$ cat src/rtl/eth_tx_framer.sv
// eth_tx_framer: builds one Ethernet frame in the iob_eth buffer through its register port and triggers the send.
// Optional feature macro ETH_TX_PAD_EN: zero-pad payloads shorter than 46 bytes.
`ifndef ETH_ADDR_W
 `define ETH_ADDR_W 12
`endif
`ifndef ETH_STATUS
 `define ETH_STATUS 0
`endif
`ifndef ETH_SEND
 `define ETH_SEND 1
`endif
`ifndef ETH_TX_NBYTES
 `define ETH_TX_NBYTES 6
`endif
`ifndef ETH_DATA
 `define ETH_DATA 2048
`endif

module eth_tx_framer #(
   parameter int          ETH_ADDR_W   = `ETH_ADDR_W,
   parameter logic [47:0] DST_MAC      = 48'h0,
   parameter logic [47:0] SRC_MAC      = 48'h0,
   parameter logic [15:0] ETH_TYPE     = 16'h0800,
   parameter int          NBYTES_W     = 11,
   parameter int          MAX_NBYTES   = 1500,
   parameter int          POLL_TIMEOUT = 1024
) (
   input  logic                  clk,
   input  logic                  resetn,
   input  logic                  start,
   input  logic [NBYTES_W-1:0]   nbytes,
   input  logic                  s_valid,
   input  logic [7:0]            s_data,
   output logic                  s_ready,
   output logic                  busy,
   output logic                  done,
   output logic                  err,
   output logic                  eth_sel,
   output logic                  eth_we,
   output logic [ETH_ADDR_W-1:0] eth_addr,
   output logic [31:0]           eth_data_in,
   input  logic [31:0]           eth_data_out
);

   localparam int PW = $clog2(POLL_TIMEOUT + 1);
   localparam logic [ETH_ADDR_W-1:0] A_STATUS = ETH_ADDR_W'(`ETH_STATUS);
   localparam logic [ETH_ADDR_W-1:0] A_SEND   = ETH_ADDR_W'(`ETH_SEND);
   localparam logic [ETH_ADDR_W-1:0] A_TXN    = ETH_ADDR_W'(`ETH_TX_NBYTES);
   localparam logic [ETH_ADDR_W-1:0] A_DATA   = ETH_ADDR_W'(`ETH_DATA);
   localparam logic [ETH_ADDR_W-1:0] A_HDR    = ETH_ADDR_W'(30);
   localparam logic [NBYTES_W-1:0]   MAXN     = NBYTES_W'(MAX_NBYTES);
`ifdef ETH_TX_PAD_EN
   localparam logic [NBYTES_W-1:0]   MINN     = NBYTES_W'(46);
`endif

   typedef enum logic [2:0] {
      S_IDLE, S_CHECK, S_POLL, S_SETLEN, S_HDR, S_PAYLOAD, S_SEND
`ifdef ETH_TX_PAD_EN
      , S_PAD
`endif
   } state_t;

   state_t                state_q, state_d;
   logic [NBYTES_W-1:0]   nb_q, nb_d, cnt_q, cnt_d, eff_len;
   logic [4:0]            hidx_q, hidx_d;
   logic [PW-1:0]         poll_q, poll_d;
   logic                  ph_q, ph_d, rdy_q, rdy_d;
   logic                  busy_q, busy_d, done_q, done_d, err_q, err_d;
   logic                  sel_q, sel_d, we_q, we_d;
   logic [ETH_ADDR_W-1:0] addr_q, addr_d;
   logic [31:0]           wdata_q, wdata_d;
   logic                  to_tail;
   logic                  unused_rd;

   assign unused_rd = ^eth_data_out[31:1];

`ifdef ETH_TX_PAD_EN
   assign eff_len = (nb_q < MINN) ? MINN : nb_q;
`else
   assign eff_len = nb_q;
`endif

   // Header byte i of the 30-byte preamble/SFD/MAC/EtherType block.
   function automatic logic [7:0] hdr_byte(input logic [4:0] i);
      logic [47:0] sh;
      sh = '0;
      if (i < 5'd15)       sh = 48'h55;
      else if (i == 5'd15) sh = 48'hD5;
      else if (i < 5'd22)  sh = DST_MAC >> (8 * (21 - int'(i)));
      else if (i < 5'd28)  sh = SRC_MAC >> (8 * (27 - int'(i)));
      else                 sh = {32'h0, ETH_TYPE} >> (8 * (29 - int'(i)));
      return sh[7:0];
   endfunction

   always_comb begin
      state_d = state_q;
      nb_d    = nb_q;
      cnt_d   = cnt_q;
      hidx_d  = hidx_q;
      poll_d  = poll_q;
      ph_d    = ph_q;
      rdy_d   = rdy_q;
      busy_d  = busy_q;
      err_d   = err_q;
      done_d  = 1'b0;
      sel_d   = 1'b0;
      we_d    = 1'b0;
      addr_d  = '0;
      wdata_d = '0;
      to_tail = 1'b0;
      case (state_q)
         S_IDLE: if (start) begin
            nb_d    = nbytes;
            cnt_d   = '0;
            err_d   = 1'b0;
            busy_d  = 1'b1;
            state_d = S_CHECK;
         end
         S_CHECK: if (nb_q > MAXN) begin
            err_d   = 1'b1;
            busy_d  = 1'b0;
            state_d = S_IDLE;
         end else begin
            state_d = S_POLL;
            poll_d  = '0;
            ph_d    = 1'b0;
            sel_d   = 1'b1;
            addr_d  = A_STATUS;
         end
         // ph_q=0: first read cycle, status sampled at its end; ph_q=1: second cycle, act on it.
         S_POLL: if (!ph_q) begin
            rdy_d  = eth_data_out[0];
            ph_d   = 1'b1;
            sel_d  = 1'b1;
            addr_d = A_STATUS;
         end else if (rdy_q) begin
            state_d = S_SETLEN;
            sel_d   = 1'b1;
            we_d    = 1'b1;
            addr_d  = A_TXN;
            wdata_d = 32'(eff_len);
         end else if (poll_q == PW'(POLL_TIMEOUT - 1)) begin
            err_d   = 1'b1;
            busy_d  = 1'b0;
            state_d = S_IDLE;
         end else begin
            poll_d = poll_q + 1'b1;
            ph_d   = 1'b0;
            sel_d  = 1'b1;
            addr_d = A_STATUS;
         end
         S_SETLEN: begin
            state_d = S_HDR;
            hidx_d  = '0;
            sel_d   = 1'b1;
            we_d    = 1'b1;
            addr_d  = A_DATA;
            wdata_d = {24'h0, hdr_byte(5'd0)};
         end
         S_HDR: if (hidx_q != 5'd29) begin
            hidx_d  = hidx_q + 5'd1;
            sel_d   = 1'b1;
            we_d    = 1'b1;
            addr_d  = A_DATA + ETH_ADDR_W'(hidx_q + 5'd1);
            wdata_d = {24'h0, hdr_byte(hidx_q + 5'd1)};
         end else if (nb_q == '0) begin
            to_tail = 1'b1;
         end else begin
            state_d = S_PAYLOAD;
         end
         S_PAYLOAD: if (cnt_q == nb_q) begin
            to_tail = 1'b1;
         end else if (s_valid) begin
            cnt_d   = cnt_q + 1'b1;
            sel_d   = 1'b1;
            we_d    = 1'b1;
            addr_d  = A_DATA + A_HDR + ETH_ADDR_W'(cnt_q);
            wdata_d = {24'h0, s_data};
         end
`ifdef ETH_TX_PAD_EN
         S_PAD: to_tail = 1'b1;
`endif
         S_SEND: begin
            state_d = S_IDLE;
            busy_d  = 1'b0;
            done_d  = 1'b1;
         end
         default: state_d = S_IDLE;
      endcase

      // After the payload: pad positions up to the minimum (if enabled), then trigger the send.
      if (to_tail) begin
`ifdef ETH_TX_PAD_EN
         if (cnt_q < MINN) begin
            state_d = S_PAD;
            cnt_d   = cnt_q + 1'b1;
            sel_d   = 1'b1;
            we_d    = 1'b1;
            addr_d  = A_DATA + A_HDR + ETH_ADDR_W'(cnt_q);
            wdata_d = '0;
         end else
`endif
         begin
            state_d = S_SEND;
            sel_d   = 1'b1;
            we_d    = 1'b1;
            addr_d  = A_SEND;
            wdata_d = 32'd1;
         end
      end
   end

   always_ff @(posedge clk or negedge resetn) begin
      if (!resetn) begin
         state_q <= S_IDLE;
         nb_q    <= '0;
         cnt_q   <= '0;
         hidx_q  <= '0;
         poll_q  <= '0;
         ph_q    <= 1'b0;
         rdy_q   <= 1'b0;
         busy_q  <= 1'b0;
         done_q  <= 1'b0;
         err_q   <= 1'b0;
         sel_q   <= 1'b0;
         we_q    <= 1'b0;
         addr_q  <= '0;
         wdata_q <= '0;
      end else begin
         state_q <= state_d;
         nb_q    <= nb_d;
         cnt_q   <= cnt_d;
         hidx_q  <= hidx_d;
         poll_q  <= poll_d;
         ph_q    <= ph_d;
         rdy_q   <= rdy_d;
         busy_q  <= busy_d;
         done_q  <= done_d;
         err_q   <= err_d;
         sel_q   <= sel_d;
         we_q    <= we_d;
         addr_q  <= addr_d;
         wdata_q <= wdata_d;
      end
   end

   assign s_ready     = (state_q == S_PAYLOAD) && (cnt_q < nb_q);
   assign busy        = busy_q;
   assign done        = done_q;
   assign err         = err_q;
   assign eth_sel     = sel_q;
   assign eth_we      = we_q;
   assign eth_addr    = addr_q;
   assign eth_data_in = wdata_q;

endmodule

$ cat config.mk
export PLATFORM = sky130hd
export DESIGN_NAME = eth_tx_framer
export DESIGN_NICKNAME = d
export VERILOG_FILES = /design/src/rtl/eth_tx_framer.sv
export SDC_FILE = /design/constraint.sdc
export NUM_CORES = 1
export LEC_CHECK = 0
export CORE_MARGIN = 2
export CORE_UTILIZATION = 35
export DETAILED_ROUTE_END_ITERATION = 10
export GPL_ROUTABILITY_DRIVEN = 0
export GPL_TIMING_DRIVEN = 1
export PLACE_DENSITY = 0.58
export REMOVE_ABC_BUFFERS = 1
export SETUP_SLACK_MARGIN = 0.02
export SYNTH_ARGS = -nofsm -noshare
export SYNTH_HDL_FRONTEND = slang
export SYNTH_SLANG_ARGS = --single-unit
$ cat constraint.sdc
create_clock -name clk -period 5.2 [get_ports clk]
set_input_delay 1.3 -clock clk [delete_from_list [all_inputs] [get_ports clk]]
set_output_delay 1.3 -clock clk [all_outputs]
set_load 0.03 [all_outputs]
## After elaboration in Yosys (flattened, before gate mapping)

Index checks and enable logic that the tools add are counted.

- Logic and storage cells: 148
- Register bits: 92

- Reductions and logical operators: 17
- Mux-type cells: 73
- Magnitude comparators: 5
- Add/sub/neg operators: 9
- Equal/unequal tests: 26
- Shift-type cells: 3
- Bitwise gates (word level): 1

Operator list:

| kind | count |
|---|---|
| $mux W11 | 9 |
| $shr A1 B32 Y8 const A | 2 |
| $mux W8 | 7 |
| $mux W12 | 4 |
| $pmux W12 S4 | 1 |
| $pmux W11 S2 | 2 |
| $pmux W11 S4 | 1 |
| $mux W32 | 1 |
| $shr A12 B32 Y8 const A | 1 |
| $mux W1 | 29 |
| $mux W3 | 9 |
| $add A11 B1 Y11 const B | 2 |
| $ne A2 B2 Y1 const B | 11 |
| $pmux W3 S6 | 1 |
| $reduce_and A6 Y1 | 3 |
| $sub A5 B5 Y6 const A | 3 |
| $add A12 B11 Y12 const A | 1 |
| $add A12 B6 Y12 const A | 1 |
| $ne A3 B3 Y1 const B | 4 |
| $eq A11 B10 Y1 const B | 1 |
| $eq A11 B11 Y1 | 1 |
| $gt A11 B11 Y1 const B | 1 |
| $logic_not A11 Y1 | 1 |
| $lt A11 B11 Y1 | 1 |
| 26 further kinds | 37 |

## Depth between registers and ports, before layout

Gate-level depths: netlist of the first run.

- Depth in word-level cells: 10
- Depth in mapped cells: 8

## Least setup slack after synthesis of the first run

No wires, ideal clock.

- Path kind: flip-flop to output port
- From: reg cnt_q[4]
- To: out s_ready
- Cell stages (with the launch flop): 7
- Path slack: 0.991 ns
- Arrival: 2.909 ns
- Data required time: 3.900 ns
- Buffers on the path: 0
- Cells stage by stage: dfrtp_1 ha_1 a21oi_1 nor2_1 a2111oi_0 o21ai_0 a2111oi_0

- Word-level cells in the longest chain between the ends: 2

Ends and longest elaborated chain:

| what | line | text |
|---|---|---|
| from (decl) | 64 | `logic [NBYTES_W-1:0] nb_q, nb_d, cnt_q, cnt_d, eff_len;` |
| from (signal assigned) | 232 | `cnt_q <= cnt_d;` |
| $lt A11 B11 Y1 | 247 | `assign s_ready = (state_q == S_PAYLOAD) && (cnt_q < nb_q);` |
| $logic_and A1 B1 Y1 | 247 |  |
| to (decl) | 34 | `output logic s_ready,` |

Every way passes these cells.

## Worst setup path after layout of the first run

Ends and elaborated chain as after synthesis.

==> results of run 1 <==
flip-flops by register name (all words and copies together), names as in the netlist, 3 cells and up:
register     count
cnt_q           11
eff_len         11
eth_addr        12
eth_data_in     11
hidx_q           5
poll_q          11
state_q          3
stage by stage:
stage	hold slack [ns]	setup WS [ns]	util, %
2_1_floorplan	0.487	0.991	-
3_3_place_gp	0.512	1.21	41.1
3_5_place_dp	0.515	0.972	41.1
4_1_cts	0.536	0.560	42.9
5_1_grt	0.568	0.394	42.9
6_report	0.534	0.590	42.9
power groups by stage:
stage / Sequential (µW) / Clock, µW / Combinational [µW]
floorplan: 898 / 0 / 454
finish: 833 / 448 / 817
global placement: 840 / 0 / 803
global route: 857 / 484 / 909
detailed placement: 842 / 0 / 819
CTS: 833 / 462 / 826
routing by layer:
metal / part of all wire [%] / track usage (%) / vias to the layer above
met5: 0 / 0 / -
met4: 2.2 / 7.32 / 0
met3: 6.4 / 2.73 / 16
met2: 45 / 25.7 / 118
met1: 47 / 22.8 / 1455
li1: - / - / 1506
path summary, 6_finish.rpt:
kind                                 start              to  slack, ns  depth (start not counted)
worst max-delay path              cnt_q[4]         s_ready       0.59                          7
worst min-delay path             poll_q[0]       poll_q[0]       0.53                          1
worst max register to register  state_q[2]  eth_data_in[0]       2.64                          5
worst min register to register   poll_q[0]       poll_q[0]       0.53                          1
max in group asynchronous           resetn       hidx_q[2]       3.22                          2
min in group asynchronous           resetn  eth_data_in[8]       1.02                          1
synth_stat cells, drive strengths merged (7+ instances only):
cell,n
clkbuf,10
o21ai,31
nand3,22
a21oi,13
ha,19
buf,29
nand4,10
nor4,9
nor2,29
xor2,7
dfrtp,71
nand2,41
inv,20
xnor2,14
logic make-up after synthesis:
logic type	Yosys count	synth area share, %
other cells	1	0.0960
xor+xnor	21	4.71
simple gates	155	22.0
buf+inv	59	7.94
flops	71	45.5
fa+ha+maj	19	6.08
compound gates	82	13.4
mux	1	0.288
layout make-up:
type                    instances  area [µm²]  share of cell area, %
clock inverters                 4        55.1                   1.18
inverters                      20        75.1                   1.61
flip-flops and latches         71        1780                   38.0
repair buffers                 55         538                   11.5
well taps                     140         175                   3.75
multi-input cells             299        1910                   40.8
clock buffers                  12         145                   3.11
==> results.cfg, run 1 <==
[status]
status = finished clean

[global_route]
track_usage_pct = 16.6
grt_pass1_vias = 3073
grt_max_degree = 38
gr-total-overflow = 0
antenna_found_initial = 0
grt_pass1_wl_mm = 15.3

[place]
hpwlAfterDp_mm = 6.52
place_area_um2 = 4470
dpl.cell_count = 585
io_buffers = 52

[timing]
skew_ns = 0.0117
fmax_ghz = 0.217
worst_pin_slew_ns = 0.863
finalCriticalPeriod_ns = 4.61
setup-violations-final = 0
rsz0062_at_grt = false
maxSlewViolCount = 0
setup-tns-final_ns = 0
max_slew_margin_pct = 42.3
min_period_over_period_pct = 88.7
finalHoldViolations = 0

[critical_path]
path_class = reg -> out
arrival_ns = 3.31
crit_path_end_kind = output pin
worst-path-max-fanout = 8
worst-path-buf-inv = 1
path_common_cell = a2111oi_0
cp_top_family = compound AO/OA/AOI/OAI gates
worstPathRequired_ns = 3.90
critPathSlowestCell = clkdlybuf4s50_1
path_cells = ha_1 -> a21oi_1 -> nor2_1 -> a2111oi_0 -> o21ai_0 -> a2111oi_0 -> clkdlybuf4s50_1
start_kind = register
slowest_delay_ns = 0.78

[routing]
firstDrtPassIters = 4
drt-vias-per-instance = 5.15
detail_route.wl_per_cell_um = 15.1
first_iter_violations = 123
finalWirelength_mm = 9.08
drtAntennaViolNets = 0
vias = 3095
drc = 0

[synth]
yosys_register_bits = 71
synth_edf_count = 0
postSynthCellCount = 409
synth.avg_cell_area_um2 = 9.55
yosysSeqAreaShare_pct = 45.5
synth_area_leaders = dfrtp_1 (45%), ha_1 (6.1%), buf_4 (4.0%)
syn_area_um2 = 3910
synth_warnings = 0
synth.distinct_cells = 61
synth_largest_area_cell = dfrtp_1
async_reset_ff_share_pct = 100
yosysTopAreaCellShare_pct = 45.5
ys.flop_type = dfrtp_1

[power_and_ir_drop]
power.switching_uw = 857
combPwrFrac_pct = 38.9
p_seq_share_pct = 39.7
clkPwrFrac_pct = 21.4
p_int_uw = 1240
switching_share_pct = 40.8
power_uw = 2100
p_leak_uw = 0.00199
cellPowerDensity_nw_per_um2 = 449
vdd_ir_drop_max_uv = 319

[cells_and_area]
n_fill_cell = 1058
most-common-layout-cells = dfrtp_1 (71), clkdlybuf4s50_1 (51), nand2_1 (40), nor2_1 (29), o21ai_0 (26)
area_growth_pct = 19.6
drive_above_1_share_pct = 6.51
stdcell_count = 601
mostFrequentLayoutCell = dfrtp_1
diodes = 0
fin_nets = 530
design_area_um2 = 4670

[cts]
cts_resized = 0
clock-sinks = 71
cts_max_level = 3
cts_root_buf = clkbuf_8
clock_latency_ns = 0.35
cts_hold_buf = 0
post_cts_buffers = 0
clock_path_buffers = 2
cts_buffers = 9
path_clk_slew_ns = 0.08
cts_tree = yes

[die]
num_io_pins = 105
dieWidth_um = 110
die_area_um2 = 12000
row_count = 38
start_util_pct = 35.9
die_h_um = 110
core_um2 = 10900

[job]
maxCapViolCount = 0

[min_path]
holdCritPathClass = reg -> reg
(Power assumes the default switching activity.)
==> run 2: changes to the inputs <==
- CORE_UTILIZATION: 35 -> 53
- PLACE_DENSITY: 0.58 -> 0.83
==> results.cfg, run 2 (synthesized netlist as in run 1, its figures left out) <==
[status]
status = finished clean

[critical_path]
critPathSlowestCell = clkdlybuf4s50_1
path_cells = ha_1 -> a21oi_1 -> nor2_1 -> a2111oi_0 -> o21ai_0 -> a2111oi_0 -> clkdlybuf4s50_1
worstPathRequired_ns = 3.90
arrival_ns = 3.14
worst-path-buf-inv = 1
start_kind = register
path_class = reg -> out
ff2ff_setup_slack_ns = 2.73
path_common_cell = a2111oi_0
cp_top_family = compound AO/OA/AOI/OAI gates
worst-path-max-fanout = 8
crit_path_end_kind = output pin
slowest_delay_ns = 0.78

[place]
dpl.cell_count = 544
io_buffers = 52
dp_slack_ns = 1.13
place_area_um2 = 4420
hpwlAfterDp_mm = 6.14

[power_and_ir_drop]
power_uw = 2150
cellPowerDensity_nw_per_um2 = 463
p_leak_uw = 0.00201
vdd_ir_drop_max_uv = 161

[cts]
cts_max_level = 3
clock_latency_ns = 0.36
cts_tree = yes
cts_buffers = 9
cts_resized = 0
clock-sinks = 71
path_clk_slew_ns = 0.08
clock_path_buffers = 2
cts_hold_buf = 0
cts_root_buf = clkbuf_8
post_cts_buffers = 0

[routing]
drt-vias-per-instance = 5.83
drc = 0
detail_route.wl_per_cell_um = 16.0
vias = 3262
finalWirelength_mm = 8.99
firstDrtPassIters = 5
first_iter_violations = 321
drtAntennaViolNets = 0

[timing]
finalCriticalPeriod_ns = 4.44
max_slew_margin_pct = 38.9
rsz0062_at_grt = false
setup_ws_ns = 0.761
setup-tns-final_ns = 0
fmax_ghz = 0.225
setup-violations-final = 0
skew_ns = 0.00799
maxSlewViolCount = 0
min_period_over_period_pct = 85.4
worst_pin_slew_ns = 0.908
finalHoldViolations = 0

[min_path]
holdCritPathClass = reg -> reg

[global_route]
grt_pass1_wl_mm = 14.9
grt_pass1_vias = 3093
gr-total-overflow = 0
antenna_found_initial = 0
grt_max_degree = 51
track_usage_pct = 23.1

[die]
die_area_um2 = 8080
row_count = 31
start_util_pct = 54.2
die_h_um = 89.9
dieWidth_um = 89.9
num_io_pins = 105
core_um2 = 7210

[cells_and_area]
n_fill_cell = 606
seqCellArea_um2 = 1780
mostFrequentLayoutCell = dfrtp_1
fin_nets = 530
largest_reg_flops = 12
stdcell_count = 560
diodes = 0
multi_input_area_um2 = 1910
drive_above_1_share_pct = 6.94
area_growth_pct = 18.8
most-common-layout-cells = dfrtp_1 (71), clkdlybuf4s50_1 (51), nand2_1 (40), nor2_1 (29), o21ai_0 (26)
design_area_um2 = 4640

[job]
maxCapViolCount = 0
-- run 2: power by group --
part	leakage [µW]	internal [µW]	switching [µW]
Clock	0.000114	271	220
Sequential	0.000946	682	149
Combinational	0.000948	322	503
Total	0.00201	1280	873
-- run 2: path summary, 6_finish.rpt --
path                             from             end  cells past startpoint
max reg2reg                state_q[2]  eth_data_in[6]                      5
max in group asynchronous      resetn      state_q[0]                      2
max                          cnt_q[4]         s_ready                      7
min                         poll_q[0]       poll_q[0]                      1
min reg2reg                 poll_q[0]       poll_q[0]                      1
min in group asynchronous      resetn  eth_data_in[7]                      1
-- run 2: layout make-up --
type / count / share of cell area [%]
Sequential cell: 71 / 38.3
Multi-Input combinational cell: 299 / 41.1
Inverter: 20 / 1.62
Timing Repair Buffer: 55 / 11.6
Clock buffer: 9 / 2.67
Clock inverter: 7 / 2.08
Tap cell: 99 / 2.67
-- run 2: metrics by stage --
step           utilization [%]  hold slack (ns)
5_1_grt                   64.3            0.556
6_report                  64.3            0.533
3_3_place_gp              61.3            0.512
4_1_cts                   64.3            0.530
2_1_floorplan                -            0.487
3_5_place_dp              61.3            0.504
-- run 2: routing by layer --
layer	wire length [µm]	part of all wire [%]	global-route usage, %	up-vias
met2	4470	50	39.0	165
met4	199	2.2	9.10	0
li1	-	-	-	1502
met1	3690	41	29.4	1578
met5	0	0	0	-
met3	631	7.0	4.78	17
